File: src/rtl/multicycle_sequencer.sv
// multicycle_sequencer
//   Multi-cycle control FSM for the 16-bit core. Each instruction walks
//   IF -> ID -> EX -> [MEM | IO] -> WB. The FSM issues one-cycle enables for
//   the IR, PC, register file and memories. It also handles the memory-ready
//   and IN/OUT handshakes, halt, pausing at an instruction boundary, and the
//   retired-instruction count.
//
// Parameters
//   MEM_TIMEOUT  cycles allowed waiting on imem_ready/dmem_ready before ERR
//                (0 disables the timeout)
//   CNT_W        width of the instret counter
//
// Ports
//   clk, rst_n                clock, asynchronous active-low reset
//   run                       execute enable, sampled in IDLE and WB only
//   inst[15:0]                IR contents (op1=[15:14] op2=[13:11] op3=[7:4])
//   cond                      branch condition, sampled in EX
//   imem_ready, dmem_ready    memory handshakes
//   in_valid, out_ready       IN / OUT handshakes
//   imem_re, ir_we            fetch request, IR load (ir_we is Mealy)
//   dmem_re, dmem_we          LD / ST strobes, held until dmem_ready
//   in_ready, out_valid       IN / OUT handshake outputs
//   rf_we, pc_we, pc_src      writeback strobes (pc_src 1 = branch target)
//   retire, instret           retire pulse and retired count
//   state_o                   current state code
//   halted, err               sticky HALT / timeout indications
module multicycle_sequencer #(
  parameter int MEM_TIMEOUT = 15,
  parameter int CNT_W       = 16
) (
  input  logic             clk,
  input  logic             rst_n,
  input  logic             run,
  input  logic [15:0]      inst,
  input  logic             cond,
  input  logic             imem_ready,
  input  logic             dmem_ready,
  input  logic             in_valid,
  input  logic             out_ready,
  output logic             imem_re,
  output logic             ir_we,
  output logic             dmem_re,
  output logic             dmem_we,
  output logic             in_ready,
  output logic             out_valid,
  output logic             rf_we,
  output logic             pc_we,
  output logic             pc_src,
  output logic             retire,
  output logic [CNT_W-1:0] instret,
  output logic [3:0]       state_o,
  output logic             halted,
  output logic             err
);

  localparam logic [3:0] S_IDLE = 4'd0;
  localparam logic [3:0] S_IF   = 4'd1;
  localparam logic [3:0] S_ID   = 4'd2;
  localparam logic [3:0] S_EX   = 4'd3;
  localparam logic [3:0] S_MEM  = 4'd4;
  localparam logic [3:0] S_IO   = 4'd5;
  localparam logic [3:0] S_WB   = 4'd6;
  localparam logic [3:0] S_HALT = 4'd7;
  localparam logic [3:0] S_ERR  = 4'd8;

  // The wait counter only has to reach MEM_TIMEOUT-1. The FSM leaves for ERR
  // on the cycle it would reach MEM_TIMEOUT.
  localparam int             WCW    = (MEM_TIMEOUT < 2) ? 1 : $clog2(MEM_TIMEOUT + 1);
  localparam bit             TO_EN  = (MEM_TIMEOUT != 0);
  localparam logic [WCW-1:0] TO_LIM = WCW'((MEM_TIMEOUT > 0) ? MEM_TIMEOUT - 1 : 0);

  logic [3:0]     state, state_nx;
  logic [WCW-1:0] wait_cnt;
  logic           taken_q;

  // ---------------------------------------------------------------------------
  // Instruction decode
  // ---------------------------------------------------------------------------
  logic [1:0] op1;
  logic [2:0] op2;
  logic [3:0] op3;
  logic       is_ld, is_st, is_in, is_out, is_hlt;
  logic       br_always, br_cond, wb_rf;
  logic       unused_bits;

  assign op1 = inst[15:14];
  assign op2 = inst[13:11];
  assign op3 = inst[7:4];

  assign is_ld     = (op1 == 2'b00);
  assign is_st     = (op1 == 2'b01);
  assign is_in     = (op1 == 2'b11) && (op3 == 4'b1100);
  assign is_out    = (op1 == 2'b11) && (op3 == 4'b1101);
  assign is_hlt    = (op1 == 2'b11) && (op3 == 4'b1111);
  assign br_always = (op1 == 2'b10) && (op2 == 3'b100);
  assign br_cond   = (op1 == 2'b10) && (op2 == 3'b111);

  // The register file is written by the ALU/IN group (op3 up to 1100, except
  // 0101, which is CMP), by LD, and by LI. Undefined encodings fall outside
  // every term. They retire as a NOP with PC+1.
  assign wb_rf = ((op1 == 2'b11) && (op3 <= 4'b1100) && (op3 != 4'b0101)) ||
                 (op1 == 2'b00) ||
                 ((op1 == 2'b10) && (op2 == 3'b000));

  // Operand fields belong to the datapath. The sequencer does not look at them.
  assign unused_bits = ^{inst[10:8], inst[3:0]};

  // ---------------------------------------------------------------------------
  // Memory wait timeout
  // ---------------------------------------------------------------------------
  logic mem_wait, wait_hit;

  assign mem_wait = ((state == S_IF)  && !imem_ready) ||
                    ((state == S_MEM) && !dmem_ready);
  assign wait_hit = TO_EN && (wait_cnt == TO_LIM);

  // ---------------------------------------------------------------------------
  // Next state
  // ---------------------------------------------------------------------------
  always_comb begin
    state_nx = state;
    case (state)
      S_IDLE: if (run) state_nx = S_IF;
      S_IF: begin
        if (imem_ready)    state_nx = S_ID;
        else if (wait_hit) state_nx = S_ERR;
      end
      S_ID:   state_nx = is_hlt ? S_HALT : S_EX;
      S_EX: begin
        if (is_ld || is_st)      state_nx = S_MEM;
        else if (is_in || is_out) state_nx = S_IO;
        else                      state_nx = S_WB;
      end
      S_MEM: begin
        if (dmem_ready)    state_nx = S_WB;
        else if (wait_hit) state_nx = S_ERR;
      end
      // No timeout here. The external side may stall IN/OUT indefinitely.
      S_IO: begin
        if (is_in  && in_valid)  state_nx = S_WB;
        if (is_out && out_ready) state_nx = S_WB;
      end
      S_WB:   state_nx = run ? S_IF : S_IDLE;
      S_HALT: state_nx = S_HALT;
      S_ERR:  state_nx = S_ERR;
      default: state_nx = S_ERR;
    endcase
  end

  // ---------------------------------------------------------------------------
  // State, wait counter, branch latch, retire counter
  // ---------------------------------------------------------------------------
  always_ff @(posedge clk or negedge rst_n) begin
    if (!rst_n) begin
      state <= S_IDLE;
    end else begin
      state <= state_nx;
    end
  end

  // The wait counter restarts on every entry to a memory-wait state. This
  // covers WB -> IF, where the previous fetch's count must not carry over.
  always_ff @(posedge clk or negedge rst_n) begin
    if (!rst_n) begin
      wait_cnt <= '0;
    end else if ((state_nx != state) && ((state_nx == S_IF) || (state_nx == S_MEM))) begin
      wait_cnt <= '0;
    end else if (mem_wait) begin
      wait_cnt <= wait_cnt + WCW'(1);
    end
  end

  // cond is only meaningful in EX. Latch the decision here so that WB does not
  // depend on the flags still being stable.
  always_ff @(posedge clk or negedge rst_n) begin
    if (!rst_n) begin
      taken_q <= 1'b0;
    end else if (state == S_EX) begin
      taken_q <= br_always || (br_cond && cond);
    end
  end

  always_ff @(posedge clk or negedge rst_n) begin
    if (!rst_n) begin
      instret <= '0;
    end else if (state == S_WB) begin
      instret <= instret + CNT_W'(1);
    end
  end

  // ---------------------------------------------------------------------------
  // Outputs: decoded from the state register, so reset clears them at once.
  // ir_we is the only output that depends directly on an input.
  // ---------------------------------------------------------------------------
  assign imem_re   = (state == S_IF);
  assign ir_we     = (state == S_IF) && imem_ready;
  assign dmem_re   = (state == S_MEM) && is_ld;
  assign dmem_we   = (state == S_MEM) && is_st;
  assign in_ready  = (state == S_IO) && is_in;
  assign out_valid = (state == S_IO) && is_out;
  assign rf_we     = (state == S_WB) && wb_rf;
  assign pc_we     = (state == S_WB);
  assign pc_src    = (state == S_WB) && taken_q;
  assign retire    = (state == S_WB);
  assign state_o   = state;
  assign halted    = (state == S_HALT);
  assign err       = (state == S_ERR);

endmodule

File: config.mk
export PLATFORM = sky130hd
export DESIGN_NAME = multicycle_sequencer
export DESIGN_NICKNAME = d
export VERILOG_FILES = /design/src/rtl/multicycle_sequencer.sv
export SDC_FILE = /design/constraint.sdc
export NUM_CORES = 1
export LEC_CHECK = 0
export BUFFER_PORTS_ARGS = -buffer_cell sky130_fd_sc_hd__buf_2
export CORE_AREA = 2 2 64 66
export CTS_CLUSTER_DIAMETER = 120
export DETAILED_ROUTE_END_ITERATION = 10
export DIE_AREA = 0 0 66 68
export PLACE_DENSITY = 0.8
export SLEW_MARGIN = 40
export SYNTH_ARGS = -nofsm -noshare
export SYNTH_HDL_FRONTEND = slang
export SYNTH_SLANG_ARGS = --single-unit
File: constraint.sdc
create_clock -name clk -period 2.09 [get_ports clk]
set_input_delay 0.3135 -clock clk [delete_from_list [all_inputs] [get_ports clk]]
set_output_delay 0.3135 -clock clk [all_outputs]
set_load 0.05 [all_outputs]
==> results of run 1 <==
how the worst min path moves through the flow:
stage          cells after the start   from          to  slack (ns)
3_3_place_gp                       1  rst_n  instret[0]        0.33
5_1_grt                            1  rst_n  instret[3]        0.05
4_1_cts                            1  rst_n  instret[5]        0.02
2_1_floorplan                      0  rst_n  instret[0]        0.02
6_report                           1  rst_n  instret[3]        0.02
3_5_place_dp                       1  rst_n  instret[4]        0.33
worst max-delay path: stages, from the launching register on:
cell,delay (ns)
dfrtp_2,0.52
buf_4,0.21
nor4b_4,0.27
and2_4,0.17
buf_2,0.25
per-layer routing:
layer	up-vias	share of wire (%)	wire (µm)	GRT usage, %
met1	634	46	1550	18.8
met2	36	48	1600	25.6
li1	685	-	-	-
met3	4	5.5	184	4.11
met5	-	0	0	0
met4	0	0.80	27	3.06
state kept, by name (all words and copies together) (netlist names):
| name | cells |
|---|---|
| wait_cnt | 4 |
| taken_q | 1 |
| instret | 16 |
| state_o | 4 |
what timing repair did:
item | 4_1_cts | 5_1_grt
gates resized for setup | 0 | 3
setup endpoints to repair | 0 | 2
setup buffers | 0 | 4
stage by stage:
stage | hold slack, ns | TNS, ns | cell area, µm² | setup WS [ns] | util [%]
2_1_floorplan | 0.0179 | -0.0660 | 1680 | -0.0386 | -
3_3_place_gp | 0.326 | 0 | 1940 | 0.228 | 50.2
3_5_place_dp | 0.330 | 0 | 1940 | 0.203 | 50.2
4_1_cts | 0.0241 | 0 | 1990 | 0.0293 | 51.5
5_1_grt | 0.0484 | -0.00194 | 2020 | -0.00194 | 52.5
6_report | 0.0156 | 0 | 2020 | 0.0949 | 52.5
final cells by class:
class	instances	area, µm²
Fill cell	363	1830
Tap cell	50	62.6
Sequential cell	25	633
Clock inverter	1	7.51
Inverter	6	22.5
Multi-Input combinational cell	123	951
Timing Repair Buffer	56	305
Clock buffer	3	41.3
cells by family after synthesis:
family	Yosys count	synth area share (%)
xor+xnor	19	10.2
compound gates	16	8.55
buf+inv	14	4.78
simple gates	80	32.4
fa+ha+maj	3	2.31
flops	25	38.5
mux	5	3.24
synth_stat cells, types with 2 or more instances:
cell type | n | area share, %
nor2b_1 | 2 | 0.77
nor2_2 | 2 | 0.77
xnor2_1 | 12 | 6.5
buf_4 | 4 | 1.8
nand3_1 | 6 | 1.8
inv_1 | 6 | 1.4
and2_1 | 3 | 1.2
nand2_1 | 18 | 4.2
mux2i_1 | 3 | 1.8
a21oi_1 | 2 | 0.62
nand4_1 | 8 | 3.1
dfrtp_1 | 25 | 39
or3b_4 | 2 | 1.4
o21ai_0 | 3 | 0.92
and3_1 | 8 | 3.1
or3_1 | 2 | 0.77
ha_1 | 3 | 2.3
buf_2 | 2 | 0.62
xor2_1 | 7 | 3.8
and4bb_1 | 2 | 1.5
mux2_2 | 2 | 1.4
nor2_1 | 11 | 2.5
report_power, final:
| group | switching (mW) | internal, mW | leakage (nW) |
|---|---|---|---|
| sequential | 0 | 0.483 | 0.323 |
| clock | 0.155 | 0.135 | 0.0217 |
| combinational | 0.0264 | 0.0172 | 0.688 |
| total | 0.182 | 0.636 | 1.03 |
cells in the final DEF (no fill, tap or decap), types with 2 or more instances in the layout:
cell and n:
a21oi_1 2, and2_1 2, and3_1 8, and4bb_1 2, buf_2 46, buf_4 7
clkbuf_4 3, clkbuf_8 3, dfrtp_1 21, dfrtp_2 3, ha_1 3, inv_1 6
mux2_2 2, mux2i_1 3, nand2_1 18, nand3_1 6, nand4_1 8, nor2_1 11
nor2_2 2, nor2b_1 2, nor4_2 2, o21ai_0 3, or3_1 2, or3b_4 2
xnor2_1 12, xor2_1 7
==> results.cfg, run 1 <==
[power_and_ir_drop]
ir_drop_mv = 0.478
power_mw = 0.817
p_leak_nw = 1.03
cellPowerDensity_nw_per_um2 = 404

[detailed_routing]
antenna_left = 0
wl_um = 3370
firstDrtPassIters = 4
wire_per_inst_um = 12.7
vias = 1359
vias_per_cell = 5.15
post-route-drc-count = 0
drtIter0Drc = 54

[setup_path]
crit_type = flop to primary output
crit_fanout = 13
crit_path_end = ir_we
arrival_ns = 1.68
startpoint_type = flop
rr_startpoint = state_o[0]
r2r_setup_slack_ns = 0.19
rr_endpoint = wait_cnt[3]
crit_path_end_kind = primary output
startpoint = state_o[1]
crit_required_ns = 1.78
rr_worst_depth = 6

[final_layout]
layout.cells.non_filler = 264
nets = 242
antennaDiodeCount = 0
area_delta_synth_final_pct = 24.6
drive_gt1_share_pct = 39.3

[cts]
clkSinkCount = 25
clk_pin_slew_ns = 0.09
cts-buffers-inserted = 3
clock-root-buffer = clkbuf_8
cts_tree = done
htreeDepth = 1
clkLatencyLatePin_ns = 0.27
ctsHoldBuffers = 0
clock_tree.buffer_depth = 2

[global_route]
grt_overflow = 0
grt_max_degree = 26
grt_antenna_before_repair = 0
grt_pass1_wl_um = 5230
grt_pass1_vias = 1210
globalRouteTotalUtil_pct = 14.9

[placement]
dp_hpwl_um = 2530
numPlacedInstances = 256
routabilityCongestion = 0.741
io_buffers = 48

[timing]
post-route-period-util_pct = 95.5
final-setup-viol-count = 0
finalHoldViolCount = 0
period_minus_slack_ns = 2.00
skew_ns = 0.00577
fmax_mhz = 501
drv_slew = 0
tightest_slew_ns = 0.545
max_slew_margin_pct = 63.6

[logic_synthesis]
ys_seq_area_share_pct = 38.5
ys_async_sr_fraction_pct = 100
synth-seq-cells = 25
synth-edff-count = 0
ys.flop_type = dfrtp_1
syn_nets = 189
ys_types = 51
avgSynthCellArea_um2 = 10.0
synth_cells = 162
syn-cell-area_um2 = 1620
ys_warn_count = 0

[floorplanning]
die_area_um2 = 4490
std_cell_rows = 23
core_um2 = 3860
start_util_pct = 42.1
io_pins = 56
die_h_um = 68
die_w_um = 66

[outcome]
outcome = finished, final reports clean

[job]
drv_cap = 0

[hold_path]
hp-class = primary input to asynchronous set/reset pin
No activity file was read; power rests on OpenSTA's default activity.
==> run 2: changes to the inputs <==
==> constraint.sdc (replaced) <==
create_clock -name clk -period 2.09 [get_ports clk]
set_input_delay 0.209 -clock clk [delete_from_list [all_inputs] [get_ports clk]]
set_output_delay 0.209 -clock clk [all_outputs]
set_load 0.05 [all_outputs]
==> run 2 against run 1 <==
Effect of this change:
- combinational power is 4% higher
- sequential power hardly changed
- die area stayed put
- final cell count is 1.1% lower
- total power is 0.42% higher
- sequential share of layout area is 0.40 points higher
- sequential cell count stayed put
- wire length is 0.86% lower
- clock power hardly changed
- cell area is 0.87% lower
- fmax is 2.0% higher
- non-clock buffer count is 3 lower
- largest cell class unchanged
==> results.cfg, run 2 (same netlist as run 1, synthesis figures left out) <==
[floorplanning]
core_um2 = 3860
die_h_um = 68
die_w_um = 66
io_pins = 56
die_area_um2 = 4490
start_util_pct = 42.1
std_cell_rows = 23

[timing]
fmax_mhz = 511
post-route-period-util_pct = 93.6
grt_setup_unrepaired = no
max_slew_margin_pct = 62.4
final-setup-viol-count = 0
tightest_slew_ns = 0.564
hold_slack_ns = 0.210
finalHoldViolCount = 0
skew_ns = 0.00365
drv_slew = 0
layout_setup_ws_ns = 0.133
period_minus_slack_ns = 1.96

[setup_path]
crit_buf_inv = 1
arrival_ns = 2.15
crit_chain = buf_4, or3b_4, a21boi_2, nand4_1, xor2_1, nor3b_2
crit_type = flop to flop
crit_fanout = 12
crit_path_end_kind = flop
startpoint_type = flop
slowest_stage = dfrtp_4
critPathTopFamily = simple AND/OR/NAND/NOR gates
crit_path_max_incr_delay_ns = 0.55
crit_required_ns = 2.28

[cts]
clock_tree.buffer_depth = 2
clk_pin_slew_ns = 0.09
clock-root-buffer = clkbuf_8
cts-buffers-inserted = 3
clkSinkCount = 25
htreeDepth = 1
clkLatencyLatePin_ns = 0.27
cts_tree = done

[detailed_routing]
wl_um = 3340
vias = 1332
drtIter0Drc = 50
vias_per_cell = 5.10
antenna_left = 0
wire_per_inst_um = 12.8
post-route-drc-count = 0
firstDrtPassIters = 4

[job]
drv_cap = 0

[final_layout]
area_delta_synth_final_pct = 23.5
drive_gt1_share_pct = 37.9
nets = 239
layout_commonest_cell = buf_2
final_cell_mix = buf_2, dfrtp_1, nand2_1
nFillCells = 358
antennaDiodeCount = 0
largest_reg_flops = 16
regMostFlops = instret

[outcome]
outcome = finished, final reports clean

[global_route]
grt_pass1_wl_um = 5280
globalRouteTotalUtil_pct = 14.9
grt_pass1_vias = 1156
grt_overflow = 0
grt_max_degree = 26
grt_antenna_before_repair = 0

[placement]
routabilityCongestion = 0.748
place_ws_ns = 0.172
dp_hpwl_um = 2440
io_buffers = 48

[power_and_ir_drop]
p_leak_nw = 1.02
cellPowerDensity_nw_per_um2 = 409
ir_drop_mv = 0.469

[hold_path]
hp-class = primary input to flop
-- run 2: cell types whose count changed in the layout (fill, tap and decap cells not counted) --
cell	previous run	this run
buf_4	7	4
clkbuf_4	3	2
dfrtp_2	3	2
dfrtp_4	1	2
dlygate4sd3_1	0	1
-- run 2: final timing paths --
| kind | cells past startpoint | slack, ns | end | start |
|---|---|---|---|---|
| min | 3 | 0.21 | taken_q | inst[13] |
| max reg2reg | 6 | 0.13 | wait_cnt[3] | state_o[2] |
| max | 6 | 0.13 | wait_cnt[3] | state_o[2] |
| max in group asynchronous | 2 | 1.20 | state_o[0] | rst_n |
| min reg2reg | 1 | 0.48 | instret[9] | instret[9] |
| min in group asynchronous | 2 | 0.46 | instret[5] | rst_n |
-- run 2: tightest hold or removal path, delay by kind of cell --
family	cells	cell delay, ns
compound gates	1	0.06
buf+inv	1	0.10
simple gates	1	0.07
-- run 2: stage by stage --
stage                     util (%)  setup TNS [ns]  power [mW]  std cells  instance area [µm²]
after CTS                     51.6               0       0.832        260                 1990
after floorplan                  -        -0.00460       0.504        162                 1650
final                         52.0               0       0.820        261                 2010
after global placement        50.0               0       0.536        255                 1930
after global routing          52.0               0       0.858        261                 2010
after detailed placement      50.0               0       0.537        255                 1930
-- run 2: cell type report --
| cell class | instances | area (µm²) | share of cell area, % |
|---|---|---|---|
| well taps | 50 | 62.6 | 3.12 |
| inverters | 6 | 22.5 | 1.12 |
| repair buffers | 53 | 285 | 14.2 |
| clock inverters | 1 | 7.51 | 0.374 |
| flip-flops and latches | 25 | 636 | 31.7 |
| clock buffers | 3 | 41.3 | 2.06 |
| multi-input cells | 123 | 951 | 47.4 |
-- run 2: timing repair --
action / in CTS / in global routing
buffers inserted: 0 / 1
hold endpoints to repair: 25 / 0
hold buffers: 1 / 0
endpoints found under the setup margin: 0 / 4
resized for setup: 0 / 4
-- run 2: report_power, final --
part | switching (mW) | internal (mW)
combinational | 0.0268 | 0.0184
clock | 0.157 | 0.135
sequential | 0 | 0.483
-- run 2: metal layers --
layer | vias to the layer above | track usage [%] | routed length [µm]
met5 | - | 0 | 0
met4 | 0 | 3.83 | 23
met3 | 2 | 1.81 | 150
met2 | 28 | 24.0 | 1570
met1 | 629 | 21.5 | 1590
li1 | 673 | - | -
==> run 3: changes to the inputs <==
--- a/config.mk
+++ b/config.mk
@@ -10,6 +10,7 @@
 export CTS_CLUSTER_DIAMETER = 120
 export DETAILED_ROUTE_END_ITERATION = 10
 export DIE_AREA = 0 0 66 68
+export GPL_TIMING_DRIVEN = 0
 export PLACE_DENSITY = 0.8
 export SLEW_MARGIN = 40
 export SYNTH_ARGS = -nofsm -noshare
==> run 3 against run 2 <==
Effect of this change:
- global-route usage grew 1.2 points
- sequential share of layout area shrank 0.56 points
- via count grew 3.6%
- clock-buffer cell count is the same
- die area is the same
==> results.cfg, run 3 (same netlist as run 1, synthesis figures left out) <==
[detailed_routing]
antenna_left = 0
wl_um = 3540
firstDrtPassIters = 5
wire_per_inst_um = 13.4
drtIter0Drc = 36
post-route-drc-count = 0
vias_per_cell = 5.21
vias = 1380

[global_route]
grt_pass1_vias = 1228
globalRouteTotalUtil_pct = 16.2
grt_max_degree = 26
grt_antenna_before_repair = 0
grt_overflow = 0
grt_pass1_wl_um = 5560

[final_layout]
antennaDiodeCount = 0
nets = 243
seq_area_um2 = 631
final_cell_mix = buf_2, dfrtp_1, nand2_1
layout_commonest_cell = buf_2
largest_reg_flops = 16
multi_input_area_um2 = 950
regMostFlops = instret
nFillCells = 363
area_delta_synth_final_pct = 24.7
drive_gt1_share_pct = 39.1

[cts]
clk_pin_slew_ns = 0.09
clock_tree.buffer_depth = 2
cts-buffers-inserted = 3
cts_tree = done
clock-root-buffer = clkbuf_8
clkSinkCount = 25
clkLatencyLatePin_ns = 0.28
htreeDepth = 1

[floorplanning]
std_cell_rows = 23
io_pins = 56
die_w_um = 66
core_um2 = 3860
die_h_um = 68
die_area_um2 = 4490
start_util_pct = 42.1

[power_and_ir_drop]
p_leak_nw = 1.04
cellPowerDensity_nw_per_um2 = 410
ir_drop_mv = 0.357

[timing]
fmax_mhz = 510
tightest_slew_ns = 0.563
final-setup-viol-count = 0
grt_setup_unrepaired = no
skew_ns = 0.00354
period_minus_slack_ns = 1.96
layout_setup_ws_ns = 0.130
drv_slew = 0
hold_slack_ns = 0.220
max_slew_margin_pct = 62.5
post-route-period-util_pct = 93.8
finalHoldViolCount = 0

[job]
drv_cap = 0

[placement]
place_ws_ns = 0.151
dp_hpwl_um = 2670
io_buffers = 48
routabilityCongestion = 0.765

[setup_path]
arrival_ns = 1.75
startpoint_type = flop
r2r_setup_slack_ns = 0.18
crit_buf_inv = 4
crit_chain = buf_4, nor4bb_1, buf_4, buf_4, buf_2
crit_required_ns = 1.88
crit_fanout = 10
cpMostUsedCell = buf_4
crit_type = flop to primary output
crit_path_max_incr_delay_ns = 0.42
critPathTopFamily = buffers and inverters
crit_path_end_kind = primary output
slowest_stage = dfrtp_2

[hold_path]
hp-class = primary input to flop

[outcome]
outcome = finished, final reports clean
run 3: cell types whose count changed in the layout (fill, tap and decap cells not counted):
cell	previous run	this run
dfrtp_4	2	0
clkbuf_2	0	1
nor3b_1	1	0
buf_6	0	1
nor4bb_1	0	1
nor3b_2	1	2
dfrtp_2	2	4
nor4bb_2	1	0
buf_2	46	48
run 3: path summary, 6_finish.rpt:
kind                          endpoint  cells after the start        from
max                             retire                      5  state_o[3]
min                            taken_q                      3    inst[13]
max reg2reg                wait_cnt[1]                      6  state_o[0]
min reg2reg                 instret[9]                      1  instret[9]
max in group asynchronous   state_o[0]                      2       rst_n
min in group asynchronous      taken_q                      2       rst_n
run 3: tightest hold or removal path, cell delays in order:
cell and delay (ns):
buf_2 0.10, nand3b_1 0.08, o22ai_1 0.07
run 3: layout make-up:
type	count	area share (%)
Clock inverter	1	0.371
Tap cell	50	3.09
Timing Repair Buffer	49	12.6
Multi-Input combinational cell	123	46.9
Sequential cell	25	31.1
Clock buffer	3	2.04
Inverter	6	1.11
Buffer	8	2.78
run 3: per-layer routing:
metal,vias up,wire (µm),track usage (%)
li1,681,-,-
met1,655,1590,20.6
met2,37,1710,27.3
met3,7,178,2.80
met4,0,65,6.89
met5,-,0,0
run 3: timing repair:
item / in CTS / in global routing
resized for setup: 0 / 3
hold buffers: 1 / 0
hold endpoints to repair: 25 / 0
setup buffers: 0 / 0
endpoints found under the setup margin: 0 / 3
run 3: where the power goes:
part,internal (mW),switching (mW),total (mW)
combinational,0.0184,0.0268,0.0452
clock,0.135,0.167,0.303
sequential,0.483,0,0.483
run 3: per-stage QoR:
step	power [mW]	util, %	instances	TNS [ns]	instance area, µm²
5_1_grt	0.858	52.5	265	0	2030
6_report	0.831	52.5	265	0	2030
3_3_place_gp	0.536	50.7	260	0	1960
4_1_cts	0.837	52.3	265	0	2020
3_5_place_dp	0.537	50.7	260	0	1960
2_1_floorplan	0.504	-	162	-0.00460	1650
